## config.mk

```make
export PLATFORM = sky130hd
export DESIGN_NAME = ser64_loader
export DESIGN_NICKNAME = d
export VERILOG_FILES = /design/src/rtl/ser64_pkg.sv /design/src/rtl/ser64_loader_rf16x4.sv /design/src/rtl/ser64_loader.sv
export SDC_FILE = /design/constraint.sdc
export NUM_CORES = 1
export LEC_CHECK = 0
export BUFFER_PORTS_ARGS = -buffer_cell sky130_fd_sc_hd__buf_4
export CORE_ASPECT_RATIO = 0.5
export CORE_MARGIN = 5
export CORE_UTILIZATION = 60
export CTS_CLUSTER_SIZE = 14
export DETAILED_ROUTE_END_ITERATION = 6
export HOLD_SLACK_MARGIN = 0.08
export PLACE_DENSITY = 0.79
export SYNTH_ARGS = -nofsm -noshare
export SYNTH_HDL_FRONTEND = slang
export SYNTH_HIERARCHICAL = 1
export SYNTH_SLANG_ARGS = --single-unit
```

## constraint.sdc

```tcl
create_clock -name tick_i -period 5.1 [get_ports tick_i]
set_input_delay 0 -clock tick_i [delete_from_list [all_inputs] [get_ports tick_i]]
set_output_delay 0 -clock tick_i [all_outputs]
set_load 0.005 [all_outputs]
```

## src/rtl/ser64_pkg.sv

```systemverilog
`default_nettype none
// +-----------------------------------------------------------------------+
// | Module   : ser64_pkg                                                  |
// | Purpose  : Shared constants for the 64-bit serial register loader:    |
// |            FSM state encodings, default geometry, index widths.       |
// | Ports    : none (package)                                             |
// | Revision : 1.0  initial release                                       |
// +-----------------------------------------------------------------------+
package ser64_pkg;

  // Default register file geometry: 16 registers of 4 bits = 64-bit frame
  localparam int NREG_DEF = 16;
  localparam int NBIT_DEF = 4;

  // Index widths for the default geometry
  localparam int RW = $clog2(NREG_DEF);
  localparam int BW = $clog2(NBIT_DEF);

  // Loader FSM state encodings
  localparam logic [1:0] S_IDLE = 2'd0;
  localparam logic [1:0] S_RECV = 2'd1;
  localparam logic [1:0] S_DONE = 2'd2;

endpackage : ser64_pkg
`default_nettype wire

```

## src/rtl/ser64_loader_rf16x4.sv

```systemverilog
`default_nettype none
// +-----------------------------------------------------------------------+
// | Module   : rf16x4                                                     |
// | Purpose  : NREG x NBIT register file, one synchronous write port and  |
// |            one combinational read port, asynchronous clear.           |
// | Ports    : tick_i     clock, rising edge                              |
// |            clr_i      asynchronous active-high clear (all entries 0)  |
// |            we_i       write enable                                    |
// |            wa_i       write address                                   |
// |            wd_i       write data                                      |
// |            rd_addr_i  read address                                    |
// |            rd_data_o  combinational read data (old value on a         |
// |                       same-cycle write, no bypass)                    |
// | Revision : 1.0  initial release                                       |
// +-----------------------------------------------------------------------+
module rf16x4
  import ser64_pkg::*;
#(
  parameter int NREG = NREG_DEF,
  parameter int NBIT = NBIT_DEF
) (
  input  logic                    tick_i,
  input  logic                    clr_i,
  input  logic                    we_i,
  input  logic [$clog2(NREG)-1:0] wa_i,
  input  logic [NBIT-1:0]         wd_i,
  input  logic [$clog2(NREG)-1:0] rd_addr_i,
  output logic [NBIT-1:0]         rd_data_o
);

  logic [NBIT-1:0] mem_q [NREG];

  always_ff @(posedge tick_i or posedge clr_i) begin
    if (clr_i) begin
      for (int i = 0; i < NREG; i++) begin
        mem_q[i] <= '0;
      end
    end else if (we_i) begin
      mem_q[wa_i] <= wd_i;
    end
  end

  // Read reflects the stored array only, so a colliding write shows up
  // one cycle later.
  assign rd_data_o = mem_q[rd_addr_i];

endmodule : rf16x4
`default_nettype wire

```

## src/rtl/ser64_loader.sv

```systemverilog
`default_nettype none
// +-----------------------------------------------------------------------+
// | Module   : ser64_loader                                               |
// | Purpose  : Receives a 64-bit serial frame (bit index fastest, then    |
// |            register index) and deposits it into a 16 x 4 register     |
// |            file. Stream bit k lands in reg[k/NBIT] bit k%NBIT.        |
// | Ports    : tick_i        clock, rising edge                           |
// |            clr_i         asynchronous active-high reset               |
// |            start_i       one-cycle pulse, begins/restarts a frame     |
// |            sdi_i         serial data bit                              |
// |            sdi_vld_i     qualifier, one bit consumed per high cycle   |
// |            rd_addr_i     read port register index                     |
// |            rd_data_o     combinational read of reg[rd_addr_i]         |
// |            rg_a_o        register index of the next bit               |
// |            bit_a_o       bit index of the next bit                    |
// |            busy_o        high while receiving                         |
// |            frame_done_o  one-cycle pulse after the last bit           |
// |            ovr_o         sticky error: bit offered outside a frame    |
// | Revision : 1.0  initial release                                       |
// +-----------------------------------------------------------------------+
module ser64_loader
  import ser64_pkg::*;
#(
  parameter int NREG = NREG_DEF,
  parameter int NBIT = NBIT_DEF
) (
  input  logic                    tick_i,
  input  logic                    clr_i,
  input  logic                    start_i,
  input  logic                    sdi_i,
  input  logic                    sdi_vld_i,
  input  logic [$clog2(NREG)-1:0] rd_addr_i,
  output logic [NBIT-1:0]         rd_data_o,
  output logic [$clog2(NREG)-1:0] rg_a_o,
  output logic [$clog2(NBIT)-1:0] bit_a_o,
  output logic                    busy_o,
  output logic                    frame_done_o,
  output logic                    ovr_o
);

  localparam int RWL = $clog2(NREG);
  localparam int BWL = $clog2(NBIT);
  localparam int CW  = RWL + BWL;

  localparam logic [CW-1:0]  CNT_LAST = {CW{1'b1}};
  localparam logic [BWL-1:0] BIT_LAST = {BWL{1'b1}};

  logic [1:0]      state_q, state_d;
  logic [CW-1:0]   cnt_q, cnt_d;     // {register index, bit index}
  logic [NBIT-1:0] asm_q, asm_d;     // nibble under assembly
  logic            ovr_q, ovr_d;

  logic [NBIT-1:0] nib_w;            // assembly nibble with current sdi merged
  logic            take_w;           // a stream bit is consumed this cycle
  logic            we_w;             // completed nibble written this cycle
  logic            ovr_set_w;

  // ---------------------------------------------------------------------
  // FSM: state register
  // ---------------------------------------------------------------------
  always_ff @(posedge tick_i or posedge clr_i) begin
    if (clr_i) begin
      state_q <= S_IDLE;
    end else begin
      state_q <= state_d;
    end
  end

  // ---------------------------------------------------------------------
  // FSM: next state
  // ---------------------------------------------------------------------
  always_comb begin
    state_d = state_q;
    case (state_q)
      S_IDLE: begin
        if (start_i) state_d = S_RECV;
      end
      S_RECV: begin
        // A restart keeps us in RECV and takes precedence over the last bit
        if (!start_i && sdi_vld_i && (cnt_q == CNT_LAST)) state_d = S_DONE;
      end
      S_DONE: begin
        state_d = start_i ? S_RECV : S_IDLE;
      end
      default: state_d = S_IDLE;
    endcase
  end

  // ---------------------------------------------------------------------
  // FSM: outputs
  // ---------------------------------------------------------------------
  always_comb begin
    busy_o       = (state_q == S_RECV);
    frame_done_o = (state_q == S_DONE);
    take_w       = busy_o && sdi_vld_i && !start_i;
    we_w         = take_w && (cnt_q[BWL-1:0] == BIT_LAST);
  end

  // ---------------------------------------------------------------------
  // Counter, assembly nibble and overrun flag
  // ---------------------------------------------------------------------
  assign ovr_set_w = sdi_vld_i && (state_q != S_RECV);

  always_comb begin
    nib_w                 = asm_q;
    nib_w[cnt_q[BWL-1:0]] = sdi_i;
    cnt_d                 = cnt_q;
    asm_d                 = asm_q;
    if (start_i) begin
      // Restart discards the partial nibble; the current sdi is ignored
      cnt_d = '0;
      asm_d = '0;
    end else if (take_w) begin
      // Single combined counter: wraps to 0 after the last bit
      cnt_d = cnt_q + CW'(1);
      asm_d = we_w ? '0 : nib_w;
    end
    ovr_d = start_i ? 1'b0 : (ovr_q | ovr_set_w);
  end

  always_ff @(posedge tick_i or posedge clr_i) begin
    if (clr_i) begin
      cnt_q <= '0;
      asm_q <= '0;
      ovr_q <= 1'b0;
    end else begin
      cnt_q <= cnt_d;
      asm_q <= asm_d;
      ovr_q <= ovr_d;
    end
  end

  assign rg_a_o  = cnt_q[CW-1:BWL];
  assign bit_a_o = cnt_q[BWL-1:0];
  assign ovr_o   = ovr_q;

  // ---------------------------------------------------------------------
  // Register file
  // ---------------------------------------------------------------------
  rf16x4 #(
    .NREG (NREG),
    .NBIT (NBIT)
  ) u_rf (
    .tick_i    (tick_i),
    .clr_i     (clr_i),
    .we_i      (we_w),
    .wa_i      (rg_a_o),
    .wd_i      (nib_w),
    .rd_addr_i (rd_addr_i),
    .rd_data_o (rd_data_o)
  );

endmodule : ser64_loader
`default_nettype wire
```

==> results.ini <==
[place]
detailedPlacementHpwl_um=5200
place_inst=367
globalplace.congestion=0.862
port_buffers=21
placement.cell_area_um2=3920

[floorplan]
floorplan.die.width_um=121
design.core.area_um2=6030
die_h_um=65.5
top_level_ports=22
floorplan.rows=20
initial_utilization=0.613
dieArea_um2=7930

[setup_path]
reg2regPathDepth=6
end_kind=flip-flop
worstSetupEndpoint=u_rf/mem_q[17]
max_fo_critical_path=7
worstSetupStartpointType=flip-flop
rr_endpoint=u_rf/mem_q[17]
r2r-start=cnt_q[1]
worst-setup-path-type=reg2reg
required_ns=5.31
critical_path.startpoint=cnt_q[1]
crit_arrival_ns=2.91
worst-r2r-setup-slack_ns=2.40

[finish]
num_antenna_cells=0
finalNetCount=306
postLayoutCoreUtil=0.710
synthToLayoutAreaGrowth_pct=15.7
design_area_um2=4280
instances_no_fill=386
layout-drive-gt1-share=0.436

[clock_tree]
clk-insertion-delay-late_ns=0.33
cts-root-to-sink-buffers=2
tritoncts_clock_tree=yes
clk_pin_slew_worst_paths_ns=0.07
cts.sink_count=77
cts.root.buffer_cell=sky130_fd_sc_hd__clkbuf_16
count_of_cells_resized_by_post_cts_repair=0
h-tree-depth=3
cts_inserted_buffers=9

[drt]
detailedRoute.firstIterationViolations=210
drt.antenna.violating_nets=0
drt-wirelength-per-cell_um=20.7
detail_route.wirelength_um=7980
num_vias=2341
remaining_drc_errors=0
detailedRoute.firstPassIterationCount=6
route.detailed.vias_per_inst=6.06

[sta]
setup-violations-final=0
maxSlewViolCount=0
max_freq_ghz=0.371
post-route-period-util=0.529
slew_margin_rel=0.473
worst_slew_pin_slew_ns=0.790
worst_hold_slack_ns=0.284
period_minus_slack_ns=2.70
hold_violations=0
fin_worst_skew_ns=0.00750
rsz0062_at_grt=no
fin_tns_setup_ns=0

[status]
run_status=finished, final reports clean

[global_route]
first_global_vias=2550
grt_overflow=0
grt_usage=0.226
grt_first_pass_wirelength_um=13500
grt_antenna_before_repair=0
largest_net_degree_at_the_start_of_global_routing=65

[yosys]
post_synth_fa_ha_maj_area_fraction=0.0135
seq_cells_post_synth=77
average_size_of_a_mapped_cell_um2=13.8
synth.yosys.seq_area_share=0.521
synth.area.mux_share=0.311
yosys.area_share.simple=0.105
synth_cell_area_um2=3700
xor_and_xnor_fraction_of_the_mapped_netlist_area=0.00474
synth_compound_gate_area_share=0.0257
netlist-cell-type-count=36
combinational_family_with_the_most_area_after_synthesis=multiplexers
yosys_warnings=6
post_synth_inst_count=268
synth_nets=281

[pwr]
vdd.ir_drop.worst_mv=0.225
power.density_nw_per_um2=323
power.static_leakage_nw=2.02

[hold_path]
hold_class=in2async

[job]
timing.max_cap.violations=0

-- how the worst min path moves through the flow --
stage / from / end / slack [ns]
after floorplan: clr_i / asm_q[0] / -0.12
after global placement: clr_i / cnt_q[2] / 0.06
after detailed placement: clr_i / cnt_q[2] / 0.07
after CTS: clr_i / cnt_q[2] / 0.30
after global routing: clr_i / asm_q[1] / 0.34
final: clr_i / cnt_q[3] / 0.28
-- critical path, cell delays in order, from the launching register on --
cell	delay (ns)
sky130_fd_sc_hd__dfrtp_1	0.46
sky130_fd_sc_hd__ha_1	0.26
sky130_fd_sc_hd__nand4b_1	0.24
sky130_fd_sc_hd__nor2_1	0.51
sky130_fd_sc_hd__nand2_2	0.17
sky130_fd_sc_hd__nor3_1	0.53
sky130_fd_sc_hd__mux2_2	0.42
-- stage by stage --
step | power, mW | setup slack, ns
global placement | 0.702 | 2.68
global route | 1.44 | 2.26
finish | 1.38 | 2.40
floorplan | 0.680 | 2.86
detailed placement | 0.706 | 2.53
CTS | 1.39 | 2.46
-- flip-flops by register name, indices dropped and copies added (netlist names) --
name,cells
ovr_o,1
state_q,2
u_rf/mem_q,64
asm_q,4
cnt_q,6
-- where the power goes --
group | switching, mW | leakage [nW] | internal (mW)
clock network | 0.245 | 0.158 | 0.441
logic | 0.0483 | 0.798 | 0.0267
registers | 0.00543 | 1.07 | 0.616
total | 0.299 | 2.02 | 1.08
-- metal layers --
layer | part of all wire | global-route usage | vias to the layer above
li1 | - | - | 1038
met1 | 0.43 | 0.304 | 1185
met2 | 0.46 | 0.368 | 110
met3 | 0.099 | 0.0714 | 8
met4 | 0.010 | 0.0466 | 0
met5 | 0 | 0 | -
-- what timing repair did --
item,4_1_cts,5_1_grt
buffers inserted,0,0
hold buffers,3,0
hold endpoints to repair,90,0
-- layout make-up --
| cell class | instances | area, µm² |
|---|---|---|
| repair buffers | 25 | 195 |
| flip-flops and latches | 77 | 1930 |
| clock inverters | 6 | 86.3 |
| clock buffers | 10 | 239 |
| multi-input cells | 175 | 1700 |
| fillers | 396 | 1750 |
| inverters | 5 | 18.8 |
| well taps | 88 | 110 |
-- synth_stat cells (all sizes together) --
cell type / n / share of area
dfrtp: 77 / 0.52
o21ai: 3 / 0.0041
mux2: 68 / 0.21
nor2: 16 / 0.016
nand2b: 5 / 0.0085
and3b: 1 / 0.0024
a21oi: 4 / 0.0054
buf: 5 / 0.0074
or3: 2 / 0.0037
xnor2: 1 / 0.0024
nor3: 4 / 0.0081
inv: 5 / 0.0051
mux4: 16 / 0.097
clkbuf: 6 / 0.0061
and4bb: 1 / 0.0034
nand2: 13 / 0.014
or2b: 1 / 0.0020
and2b: 1 / 0.0024
nand4b: 1 / 0.0024
nor3b: 2 / 0.0041
o31ai: 1 / 0.0020
nand3: 13 / 0.018
nand4: 1 / 0.0017
or4: 2 / 0.0041
nand3b: 4 / 0.012
xor2: 1 / 0.0024
nor2b: 2 / 0.0034
mux2i: 1 / 0.0027
ha: 4 / 0.014
a22oi: 7 / 0.014
-- cells in the final DEF, fill, tap and decap left out, types with 2 or more instances in the layout --
| cell | n |
|---|---|
| sky130_fd_sc_hd__inv_1 | 4 |
| sky130_fd_sc_hd__nor3_1 | 2 |
| sky130_fd_sc_hd__or4_1 | 2 |
| sky130_fd_sc_hd__nor2_1 | 16 |
| sky130_fd_sc_hd__nand3_1 | 13 |
| sky130_fd_sc_hd__a21oi_1 | 4 |
| sky130_fd_sc_hd__ha_1 | 4 |
| sky130_fd_sc_hd__nand2_1 | 12 |
| sky130_fd_sc_hd__buf_4 | 22 |
| sky130_fd_sc_hd__a22oi_1 | 7 |
| sky130_fd_sc_hd__bufinv_16 | 2 |
| sky130_fd_sc_hd__mux4_2 | 16 |
| sky130_fd_sc_hd__nor3_2 | 2 |
| sky130_fd_sc_hd__o21ai_0 | 3 |
| sky130_fd_sc_hd__nor3b_1 | 2 |
| sky130_fd_sc_hd__dfrtp_1 | 77 |
| sky130_fd_sc_hd__mux2_4 | 4 |
| sky130_fd_sc_hd__nand2b_1 | 5 |
| sky130_fd_sc_hd__dlygate4sd3_1 | 3 |
| sky130_fd_sc_hd__clkinv_2 | 2 |
| sky130_fd_sc_hd__nand3b_1 | 3 |
| sky130_fd_sc_hd__mux2_2 | 64 |
| sky130_fd_sc_hd__nor2b_1 | 2 |
| sky130_fd_sc_hd__clkbuf_16 | 9 |
-- cells by family after synthesis --
group	Yosys count
flops	77
xor+xnor	2
fa+ha+maj	4
compound gates	15
buf+inv	16
mux	85
simple gates	69
(Power assumes the default switching activity.)
